==> src/rtl/dnn_mlp_seq_if.sv <==
// Handshake/data bundle for the dnn_mlp_seq engine.
// master drives the request and consumes results; slave is the engine.
interface dnn_mlp_seq_if #(
  parameter int N_IN  = 4,
  parameter int N_HID = 4,
  parameter int N_OUT = 2,
  parameter int XW    = 7,
  parameter int WW    = 5,
  parameter int OW    = XW + WW + $clog2(N_IN) + WW + $clog2(N_HID)
);
  logic                       in_valid;
  logic                       in_ready;
  logic [N_IN*XW-1:0]         x_flat;
  logic [N_IN*N_HID*WW-1:0]   w1_flat;
  logic [N_HID*N_OUT*WW-1:0]  w2_flat;
  logic                       out_valid;
  logic                       out_ready;
  logic [N_OUT*OW-1:0]        out_flat;

  modport master (
    output in_valid, x_flat, w1_flat, w2_flat, out_ready,
    input  in_ready, out_valid, out_flat
  );

  modport slave (
    input  in_valid, x_flat, w1_flat, w2_flat, out_ready,
    output in_ready, out_valid, out_flat
  );
endinterface

==> src/rtl/dnn_mlp_seq.sv <==
// Two-layer MLP inference engine (N_IN -> N_HID -> N_OUT) built on LANES
// time-multiplexed signed MAC lanes shared by both layers.
// Optional macro DNN_HID_TAP_EN exposes the post-activation hidden layer
// (hid_flat) and a one-cycle hid_valid strobe on the first L2 cycle.

// One MAC lane: accumulates a*b; sum is the running total including the
// current product, so the writeback cycle needs no extra pipeline stage.
module dnn_mlp_lane #(
  parameter int AW  = 14,
  parameter int BW  = 5,
  parameter int ACW = 21
) (
  input  logic                  clk,
  input  logic                  rst_n,
  input  logic                  en,
  input  logic                  clr,
  input  logic signed [AW-1:0]  a,
  input  logic signed [BW-1:0]  b,
  output logic [ACW-1:0]        sum
);
  logic signed [AW+BW-1:0] prod;
  logic signed [ACW-1:0]   acc;

  assign prod = a * b;
  assign sum  = acc + ACW'(prod);

  // Accumulate while busy; the last term of a group restarts from zero.
  always_ff @(posedge clk or negedge rst_n) begin
    if (!rst_n)   acc <= '0;
    else if (en)  acc <= clr ? '0 : sum;
  end
endmodule

module dnn_mlp_seq #(
  parameter int N_IN  = 4,
  parameter int N_HID = 4,
  parameter int N_OUT = 2,
  parameter int XW    = 7,
  parameter int WW    = 5,
  parameter int LANES = 2,
  parameter int ACT   = 1,
  localparam int HW   = XW + WW + $clog2(N_IN),
  localparam int OW   = HW + WW + $clog2(N_HID)
) (
  input  logic             clk,
  input  logic             rst_n,
  dnn_mlp_seq_if.slave     bus
`ifdef DNN_HID_TAP_EN
  ,
  output logic [N_HID*HW-1:0] hid_flat,
  output logic                hid_valid
`endif
);
  localparam int G1   = N_HID / LANES;
  localparam int G2   = N_OUT / LANES;
  localparam int KMAX = (N_IN > N_HID) ? N_IN : N_HID;
  localparam int GMAX = (G1 > G2) ? G1 : G2;
  localparam int KW   = $clog2(KMAX + 1);
  localparam int GW   = $clog2(GMAX + 1);

  typedef enum logic [1:0] {IDLE, L1, L2, DONE} state_t;
  state_t state, state_nxt;

  logic [N_IN-1:0][XW-1:0]        x_q;
  logic [N_IN*N_HID-1:0][WW-1:0]  w1_q;
  logic [N_HID*N_OUT-1:0][WW-1:0] w2_q;
  logic [N_HID-1:0][HW-1:0]       hid_q, hid_nxt;
  logic [N_OUT-1:0][OW-1:0]       out_q;
  logic [KW-1:0]                  k_cnt;
  logic [GW-1:0]                  g_cnt;
  logic                           accept, busy, last_term, last_grp;
  logic                           l1_done, l2_done;
  logic signed [HW-1:0]           op_a;
  logic [LANES-1:0][WW-1:0]       op_b;
  logic [LANES-1:0][OW-1:0]       sum;

  function automatic logic [HW-1:0] act_fn(input logic [HW-1:0] v);
    if (ACT != 0) return v & ~{HW{v[HW-1]}};
    else          return v;
  endfunction

  assign accept  = bus.in_valid && bus.in_ready;
  assign busy    = (state == L1) || (state == L2);
  assign l1_done = (state == L1) && last_term && last_grp;
  assign l2_done = (state == L2) && last_term && last_grp;

  // Loop bounds depend on which layer is running.
  always_comb begin
    if (state == L2) begin
      last_term = (k_cnt == KW'(N_HID - 1));
      last_grp  = (g_cnt == GW'(G2 - 1));
    end else begin
      last_term = (k_cnt == KW'(N_IN - 1));
      last_grp  = (g_cnt == GW'(G1 - 1));
    end
  end

  // State register.
  always_ff @(posedge clk or negedge rst_n) begin
    if (!rst_n) state <= IDLE;
    else        state <= state_nxt;
  end

  // Next-state logic.
  always_comb begin
    state_nxt = state;
    case (state)
      IDLE:    if (accept)        state_nxt = L1;
      L1:      if (l1_done)       state_nxt = L2;
      L2:      if (l2_done)       state_nxt = DONE;
      DONE:    if (bus.out_ready) state_nxt = IDLE;
      default:                    state_nxt = IDLE;
    endcase
  end

  // Handshake outputs decoded from state.
  always_comb begin
    bus.in_ready  = 1'b0;
    bus.out_valid = 1'b0;
    case (state)
      IDLE:    bus.in_ready  = 1'b1;
      DONE:    bus.out_valid = 1'b1;
      default: ;
    endcase
  end

  // Capture the whole operand set on accept so the source may move on.
  always_ff @(posedge clk or negedge rst_n) begin
    if (!rst_n) begin
      x_q  <= '0;
      w1_q <= '0;
      w2_q <= '0;
    end else if (accept) begin
      x_q  <= bus.x_flat;
      w1_q <= bus.w1_flat;
      w2_q <= bus.w2_flat;
    end
  end

  // Term counter (inner) and group counter (outer), shared by both layers.
  always_ff @(posedge clk or negedge rst_n) begin
    if (!rst_n) begin
      k_cnt <= '0;
      g_cnt <= '0;
    end else if (accept) begin
      k_cnt <= '0;
      g_cnt <= '0;
    end else if (busy) begin
      if (last_term) begin
        k_cnt <= '0;
        g_cnt <= last_grp ? '0 : g_cnt + GW'(1);
      end else begin
        k_cnt <= k_cnt + KW'(1);
      end
    end
  end

  // Shared activation operand: x[k] in L1, hid[j] in L2.
  always_comb begin
    op_a = '0;
    if (state == L2) begin
      for (int j = 0; j < N_HID; j++)
        if (k_cnt == KW'(j)) op_a = hid_q[j];
    end else begin
      for (int i = 0; i < N_IN; i++)
        if (k_cnt == KW'(i)) op_a = HW'(signed'(x_q[i]));
    end
  end

  // Per-lane weight select for the current (group, term).
  always_comb begin
    op_b = '0;
    for (int l = 0; l < LANES; l++) begin
      if (state == L2) begin
        for (int g = 0; g < G2; g++)
          for (int j = 0; j < N_HID; j++)
            if (g_cnt == GW'(g) && k_cnt == KW'(j))
              op_b[l] = w2_q[j*N_OUT + g*LANES + l];
      end else begin
        for (int g = 0; g < G1; g++)
          for (int i = 0; i < N_IN; i++)
            if (g_cnt == GW'(g) && k_cnt == KW'(i))
              op_b[l] = w1_q[i*N_HID + g*LANES + l];
      end
    end
  end

  dnn_mlp_lane #(.AW(HW), .BW(WW), .ACW(OW)) u_lane [LANES-1:0] (
    .clk   (clk),
    .rst_n (rst_n),
    .en    (busy),
    .clr   (last_term),
    .a     (op_a),
    .b     (op_b),
    .sum   (sum)
  );

  // Hidden writeback: the finishing group's slots take the activated sums.
  always_comb begin
    hid_nxt = hid_q;
    if (state == L1 && last_term)
      for (int g = 0; g < G1; g++)
        if (g_cnt == GW'(g))
          for (int l = 0; l < LANES; l++)
            hid_nxt[g*LANES + l] = act_fn(sum[l][HW-1:0]);
  end

  // Hidden register update.
  always_ff @(posedge clk or negedge rst_n) begin
    if (!rst_n) hid_q <= '0;
    else        hid_q <= hid_nxt;
  end

  // Output register: written only when an L2 group completes.
  always_ff @(posedge clk or negedge rst_n) begin
    if (!rst_n) begin
      out_q <= '0;
    end else if (state == L2 && last_term) begin
      for (int g = 0; g < G2; g++)
        if (g_cnt == GW'(g))
          for (int l = 0; l < LANES; l++)
            out_q[g*LANES + l] <= sum[l];
    end
  end

  assign bus.out_flat = out_q;

`ifdef DNN_HID_TAP_EN
  // Snapshot of the full hidden layer at L1 completion; strobe marks first L2 cycle.
  always_ff @(posedge clk or negedge rst_n) begin
    if (!rst_n) begin
      hid_flat  <= '0;
      hid_valid <= 1'b0;
    end else begin
      hid_valid <= l1_done;
      if (l1_done) hid_flat <= hid_nxt;
    end
  end
`endif
endmodule
==> src/flat_wrapper.sv <==
// flat-port wrapper written by rule: the top's interface ports become plain ports
module dnn_mlp_seq_flat 
#(
  parameter int N_IN  = 4,
  parameter int N_HID = 4,
  parameter int N_OUT = 2,
  parameter int XW    = 7,
  parameter int WW    = 5,
  parameter int LANES = 2,
  parameter int ACT   = 1,
  localparam int HW   = XW + WW + $clog2(N_IN),
  localparam int OW   = HW + WW + $clog2(N_HID)
)
  (clk, rst_n, bus_in_valid, bus_x_flat, bus_w1_flat, bus_w2_flat, bus_out_ready, bus_in_ready, bus_out_valid, bus_out_flat);
  dnn_mlp_seq_if #(.N_IN(N_IN), .N_HID(N_HID), .N_OUT(N_OUT), .XW(XW), .WW(WW)) bus_i ();
  input  logic clk;
  input  logic rst_n;
  input wire logic [$bits(bus_i.in_valid)-1:0] bus_in_valid;
  input wire logic [$bits(bus_i.x_flat)-1:0] bus_x_flat;
  input wire logic [$bits(bus_i.w1_flat)-1:0] bus_w1_flat;
  input wire logic [$bits(bus_i.w2_flat)-1:0] bus_w2_flat;
  input wire logic [$bits(bus_i.out_ready)-1:0] bus_out_ready;
  output wire logic [$bits(bus_i.in_ready)-1:0] bus_in_ready;
  output wire logic [$bits(bus_i.out_valid)-1:0] bus_out_valid;
  output wire logic [$bits(bus_i.out_flat)-1:0] bus_out_flat;
  assign bus_i.in_valid = bus_in_valid;
  assign bus_i.x_flat = bus_x_flat;
  assign bus_i.w1_flat = bus_w1_flat;
  assign bus_i.w2_flat = bus_w2_flat;
  assign bus_i.out_ready = bus_out_ready;
  assign bus_in_ready = bus_i.in_ready;
  assign bus_out_valid = bus_i.out_valid;
  assign bus_out_flat = bus_i.out_flat;
  dnn_mlp_seq #(.N_IN(N_IN), .N_HID(N_HID), .N_OUT(N_OUT), .XW(XW), .WW(WW), .LANES(LANES), .ACT(ACT)) u_core (.clk(clk), .rst_n(rst_n), .bus(bus_i));
endmodule
==> config.mk <==
export PLATFORM = sky130hd
export DESIGN_NAME = dnn_mlp_seq_flat
export DESIGN_NICKNAME = d
export VERILOG_FILES = /design/src/rtl/dnn_mlp_seq_if.sv /design/src/rtl/dnn_mlp_seq.sv /design/src/flat_wrapper.sv
export SDC_FILE = /design/constraint.sdc
export NUM_CORES = 1
export LEC_CHECK = 0
export CAP_MARGIN = 20
export CORE_ASPECT_RATIO = 1.4
export CORE_MARGIN = 2
export CORE_UTILIZATION = 49
export CTS_CLUSTER_DIAMETER = 50
export DETAILED_ROUTE_END_ITERATION = 16
export PLACE_DENSITY_LB_ADDON = 0.3
export SYNTH_ARGS = -nofsm -noshare
export SYNTH_HDL_FRONTEND = slang
export SYNTH_SLANG_ARGS = --single-unit
==> constraint.sdc <==
create_clock -name clk -period 13.1 [get_ports clk]
set_input_delay 1.965 -clock clk [delete_from_list [all_inputs] [get_ports clk]]
set_output_delay 1.965 -clock clk [all_outputs]
set_load 0.01 [all_outputs]
; Word level (Yosys, flattened, before mapping)
; Cells that the tools add are included.
[totals]
reg_bits = 295
[op_classes]
n_mul = 2
n_reduce_logical = 24
addsub = 4
eq_ne = 11
mux = 52
bitwise_logic = 4
[ops]
columns = cell, n
row1 = $mux W5, 26
row2 = $mux W14, 9
row3 = $add A21 B19 Y21, 2
row4 = $mux W21, 2
row5 = $mul A14 B5 Y19, 2
row6 = $and A14 B14 Y14, 2
row7 = $not A14 Y14, 2
row8 = $mux W2, 8
row9 = $logic_and A1 B1 Y1, 13
row10 = $mux W3, 3
row11 = $pmux W2 S4, 1
row12 = $reduce_and A2 Y1, 4
row13 = $eq A3 B2 Y1 const B, 2
row14 = $ne A2 B1 Y1 const B, 3
row15 = $eq A2 B1 Y1 const B, 2
row16 = $eq A2 B2 Y1 const B, 2
row17 = $logic_not A2 Y1, 2
row18 = $reduce_and A4 Y1, 1
row19 = $reduce_bool A2 Y1, 2
row20 = $add A3 B1 Y3 const B, 1
row21 = $eq A3 B1 Y1 const B, 1
row22 = $logic_not A3 Y1, 1
row23 = $mux W1, 3
row24 = $add A2 B1 Y2 const B, 1
row25 = other kinds (2), 2

; Depth between registers and ports, before layout
[logic_depth]
ltp_word = 15
ltp_mapped = 27

; By module
; Synthesis repeated with hierarchy kept, for this count alone.
[unflattened]
hier_cells = 2216
hier_area_um2 = 19695.1
[by_module_without_submodules]
columns = mod, area_each_um2, instances, cells_per_inst
row1 = dnn_mlp_seq, 11697.5, 1, 1384
row2 = dnn_mlp_lane at u_core.u_lane[0], 4030.1, 1, 426
row3 = dnn_mlp_lane at u_core.u_lane[1], 3967.6, 1, 406

; Worst setup path after synthesis
; Ideal clock, no wire load.
[synth_path]
kind = register to register
startpoint = reg u_core.k_cnt[0]
endpoint = reg u_core.out_q, in the netlist u_core.bus.out_flat[19]
arrival_ns = 5.674
path_stages_with_launch = 24
setup_slack_ns = 7.293
n_path_buf = 4
setup_ns = 0.133
path_cell_list = dfrtp_1 -> ha_1 -> buf_6 -> buf_4 -> buf_4 -> nand2_1 -> o211ai_1 -> a32o_1 -> a211oi_2 -> buf_4 -> nor2_1 -> fa_1 -> inv_1 -> fa_1 -> inv_1 -> fa_1 -> fa_1 -> fa_1 -> a21o_1 -> a221oi_2 -> o211ai_1 -> o31ai_1 -> xor2_1 -> o21ai_0
[synth_between]
elab_chain_cells = 13
elab_cells_between_ends = 38
cone_classes = add/sub: 1 / mul: 1 / eq/ne: 3 / mux: 22 / reduce/logical: 11
[synth_rtl]
columns = element, line_no
row1 = from (decl), dnn_mlp_seq.sv:69  ; logic [KW-1:0] k_cnt;
row2 = from (signal assigned), dnn_mlp_seq.sv:153  ; k_cnt <= k_cnt + KW'(1);
row3 = $logic_not A3 Y1, -
row4 = $logic_and A1 B1 Y1, "dnn_mlp_seq.sv:177, dnn_mlp_seq.sv:182"
row5 = $mux W5 (8 in series), dnn_mlp_seq.sv:182  ; if (g_cnt == GW'(g) && k_cnt == KW'(i))
row6 = $mux W5, dnn_mlp_seq.sv:174  ; if (state == L2) begin
row7 = $mul A14 B5 Y19, dnn_mlp_seq.sv:24  ; assign prod = a * b;
row8 = $add A21 B19 Y21, dnn_mlp_seq.sv:25  ; assign sum = acc + ACW'(prod);
row9 = "to (signal, indexed assignment)", dnn_mlp_seq.sv:222  ; out_q[g*LANES + l] <= sum[l];
row10 = to (decl), dnn_mlp_seq.sv:68  ; logic [N_OUT-1:0][OW-1:0] out_q;
; Several ways; a longest one is shown, not always the timed one.
; A chain may end at the register's enable or synchronous reset.

; Worst setup path in the final report
[layout_path]
startpoint = reg u_core.k_cnt[0]
endpoint = reg u_core.hid_q[11] in the netlist's numbering
[layout_between]
elab_chain_cells = 15
elab_cells_between_ends = 40
cone_classes = add/sub: 1 / mul: 1 / eq/ne: 3 / mux: 22 / bitwise: 2 / reduce/logical: 11
[layout_rtl]
columns = element, line_no
row1 = $logic_not A3 Y1, -
row2 = $logic_and A1 B1 Y1, "dnn_mlp_seq.sv:177, dnn_mlp_seq.sv:182"
row3 = $mux W5 (8 in series), dnn_mlp_seq.sv:182
row4 = $mux W5, dnn_mlp_seq.sv:174
row5 = $mul A14 B5 Y19, dnn_mlp_seq.sv:24
row6 = $add A21 B19 Y21, dnn_mlp_seq.sv:25
row7 = $not A14 Y14, dnn_mlp_seq.sv:78  ; if (ACT != 0) return v & ~{HW{v[HW-1]}};
row8 = $and A14 B14 Y14, dnn_mlp_seq.sv:78
row9 = to (signal assigned), dnn_mlp_seq.sv:211  ; else hid_q <= hid_nxt;
row10 = to (decl), dnn_mlp_seq.sv:67  ; logic [N_HID-1:0][HW-1:0] hid_q, hid_nxt;
; Several ways; a longest one is shown, not always the timed one.

==> flow_summary.yaml <==
cells_and_area:
  final_cell_mix: "nand2_1 (632), dfrtp_1 (291), clkdlybuf4s50_1 (194)"
  fin_nets: 2690
  postLayoutCoreUtil_pct: 58.28
  layout-drive-gt1-share_pct: 5.746
  diodes: 0
  area_delta_synth_final_pct: 17.49
  layout_commonest_cell: "nand2_1"
  final_cells: 2860
  n_fill_cell: 3449
placed_design:
  placedCellCount: 2798
  io_buffers: 195
  place_hpwl_um: 41020
  gp_congestion: 0.9123
synthesis:
  synthArstFlopShare_pct: 100.0
  synth_cell_type_count: 74
  ys_ff_latch: 291
  synth_area_um2: 19530
  synthTopCellsByArea: "dfrtp_1 (37%), fa_1 (14%), nand2_1 (12%)"
  ys_seq_area_share_pct: 37.28
  yosysWarnings: 0
  yosysTopAreaCellShare_pct: 37.28
  synth-edff-count: 0
  synthesis.nets: 2558
  postSynthCellCount: 2176
  syn_avg_cell_area_um2: 8.977
  yosysTopAreaCell: "dfrtp_1"
  synth_flop_cell: "dfrtp_1"
worst_hold_path:
  hold_path.class: "flop to flop"
cts:
  root_buffer: "clkbuf_16"
  postCtsHoldBufs: 0
  clk_path_buf_depth: 3
  cts_max_level: 2
  cts_resized: 0
  numCtsBuffers: 35
  clkTransAtPathRegs_ns: 0.06
  postCtsSetupBuffers: 0
  clk_latency_ns: 0.53
  cts_tree: "done"
  clock_sinks: 291
floorplanning:
  ios: 196
  coreArea_um2: 39380
  die_w_um: 172.8
  fp.dieH_um: 240.3
  start_util_pct: 49.60
  dieArea_um2: 41500
  num_rows: 86
critical_path:
  cp_top_family: "adder cells"
  critPathLaunchType: "flop"
  crit_chain: "inv_1 > ha_2 > buf_4 > nor2b_1 > a2111oi_2 > o22ai_1 > nand3_1 > a22oi_1 > nor2_1 > fa_1 > inv_1 > fa_1 > inv_1 > fa_1 > fa_1 > fa_1 > a21o_1 > a221oi_2 > a211oi_2 > xnor2_2 > inv_1 > o31ai_1"
  max_stage_delay_ns: 0.99
  end_kind: "flop"
  crit_top_cell: "fa_1"
  cp.required_ns: 13.53
  slowest_stage: "a22oi_1"
  worst-endpoint-arrival_ns: 8.60
  path_max_fanout: 75
  path_buf_inv: 5
  crit_type: "flop to flop"
drt:
  drt_wl_total_um: 56640
  wl_per_cell_um: 19.81
  firstDrtPassIters: 5
  drc: 0
  vias_per_cell: 5.641
  drtIter0Drc: 1341
  drtAntennaViolNets: 0
  vias: 16132
global_routing:
  overflow: 0
  grt_max_degree: 165
  antenna_found_initial: 0
  grt_usage_pct: 27.88
  grt_pass1_wl_um: 91200
  grt_pass1_vias: 16852
timing:
  period_needed_ns: 8.170
  clock_skew_ns: 0.02114
  setup_tns_ns: 0
  clock.fmax_mhz: 122.4
  finalSetupViolations: 0
  relSlewSlack_pct: 15.12
  hold_ws_ns: 0.4759
  max_slew.worst_pin.slew_ns: 1.273
  rsz0062_at_grt: "no"
  hold_violations: 0
  min_period_over_period_pct: 62.36
  slew_viol_final: 0
flow_run:
  cap_viol_max_count: 0
run_status:
  outcome: "completed"
path summary, 6_finish.rpt:
path / start / end / slack [ns] / cells past startpoint
max in group asynchronous: rst_n / u_core.bus.out_flat[32] / 10.04 / 2
min: u_core.hid_q[5] / u_core.hid_q[5] / 0.48 / 2
max reg2reg: u_core.k_cnt[0] / u_core.hid_q[11] / 4.93 / 22
min reg2reg: u_core.hid_q[5] / u_core.hid_q[5] / 0.48 / 2
min in group asynchronous: rst_n / u_core.w2_q[34] / 1.51 / 1
max: u_core.k_cnt[0] / u_core.hid_q[11] / 4.93 / 22
through the flow:
step	cell area, um^2	setup slack [ns]
2_1_floorplan	19540	7.293
3_3_place_gp	21730	5.250
3_5_place_dp	21730	5.026
4_1_cts	22940	5.001
5_1_grt	22950	4.547
6_report	22950	4.930
cells by family (layout without fill, tap and decap cells):
| family | count (synthesis) | count (layout) | share of synthesized area, % |
|---|---|---|---|
| and+or+nand+nor | 981 | 981 | 21.17 |
| AOI/OAI and AO/OA | 399 | 399 | 13.90 |
| DFF | 291 | 291 | 37.28 |
| adders and majority gates | 230 | 230 | 19.96 |
| buffers and inverters | 225 | 381 | 5.207 |
| xor gates and xnor gates | 39 | 39 | 1.825 |
| muxes | 11 | 11 | 0.6597 |
worst reg2reg max path, cell delays in order (launching register included):
cell,delay [ns]
dfrtp_1,0.45
inv_1,0.12
ha_2,0.48
buf_4,0.68
nor2b_1,0.25
a2111oi_2,0.07
o22ai_1,0.20
nand3_1,0.13
a22oi_1,0.99
nor2_1,0.15
fa_1,0.55
inv_1,0.05
fa_1,0.54
inv_1,0.05
fa_1,0.49
fa_1,0.45
fa_1,0.43
a21o_1,0.20
a221oi_2,0.41
a211oi_2,0.16
xnor2_2,0.69
inv_1,0.22
o31ai_1,0.33
area by class of cell:
type                       instances  area (um^2)  area share (%)
multi-input combinational       1660        11270           49.12
sequential                       291         7282           31.73
timing repair buffer             218         2146           9.350
clock buffer                      43        945.9           4.121
tap                              528        660.6           2.878
inverter                         102        382.9           1.668
clock inverter                    18        260.3           1.134
per-layer routing:
layer  routed length, um  up-vias  part of all wire (%)  global-route usage [%]
met2               28060      628                    50                   47.80
li1                    -     7441                     -                       -
met4                2951        0                   5.2                   14.18
met1               22470     7911                    40                   34.75
met5                   0        -                     0                       0
met3                3166      152                   5.6                   3.732
cells in the mapped netlist, drive strengths merged, types with 3 or more instances:
master and count:
o2bb2ai 18, o221ai 3, mux2i 5, xnor2 18, a22oi 6, ha 94
a221o 6, a32o 3, a211oi 19, or3 4, nand2b 38, buf 60
a22o 10, nor2 163, dfrtp 291, clkbuf 63, a21oi 76, and3 6
fa 136, a221oi 21, and3b 6, a21o 6, xor2 21, nand2 633
mux2 5, nor3 17, nor2b 55, nor3b 3, nand3 25, a31oi 4
o31ai 15, or2 6, inv 102, o211ai 23, o21ai 133, and2 9
o22ai 14, o21a 14, o32ai 3, nand3b 6, a32oi 5, a211o 9
sequential cells by signal (all words and copies together) (netlist names):
signal / flops
u_core.w2_q: 40
u_core.u_lane.acc: 42
u_core.hid_q: 52
u_core.x_q: 28
u_core.w1_q: 80
u_core.bus.out_flat: 42
u_core.state: 2
u_core.k_cnt: 3
u_core.g_cnt: 2
Power is left out: the tool's default activity adds up to more than one toggle a clock period on the data nets, which glitch-free logic cannot reach.
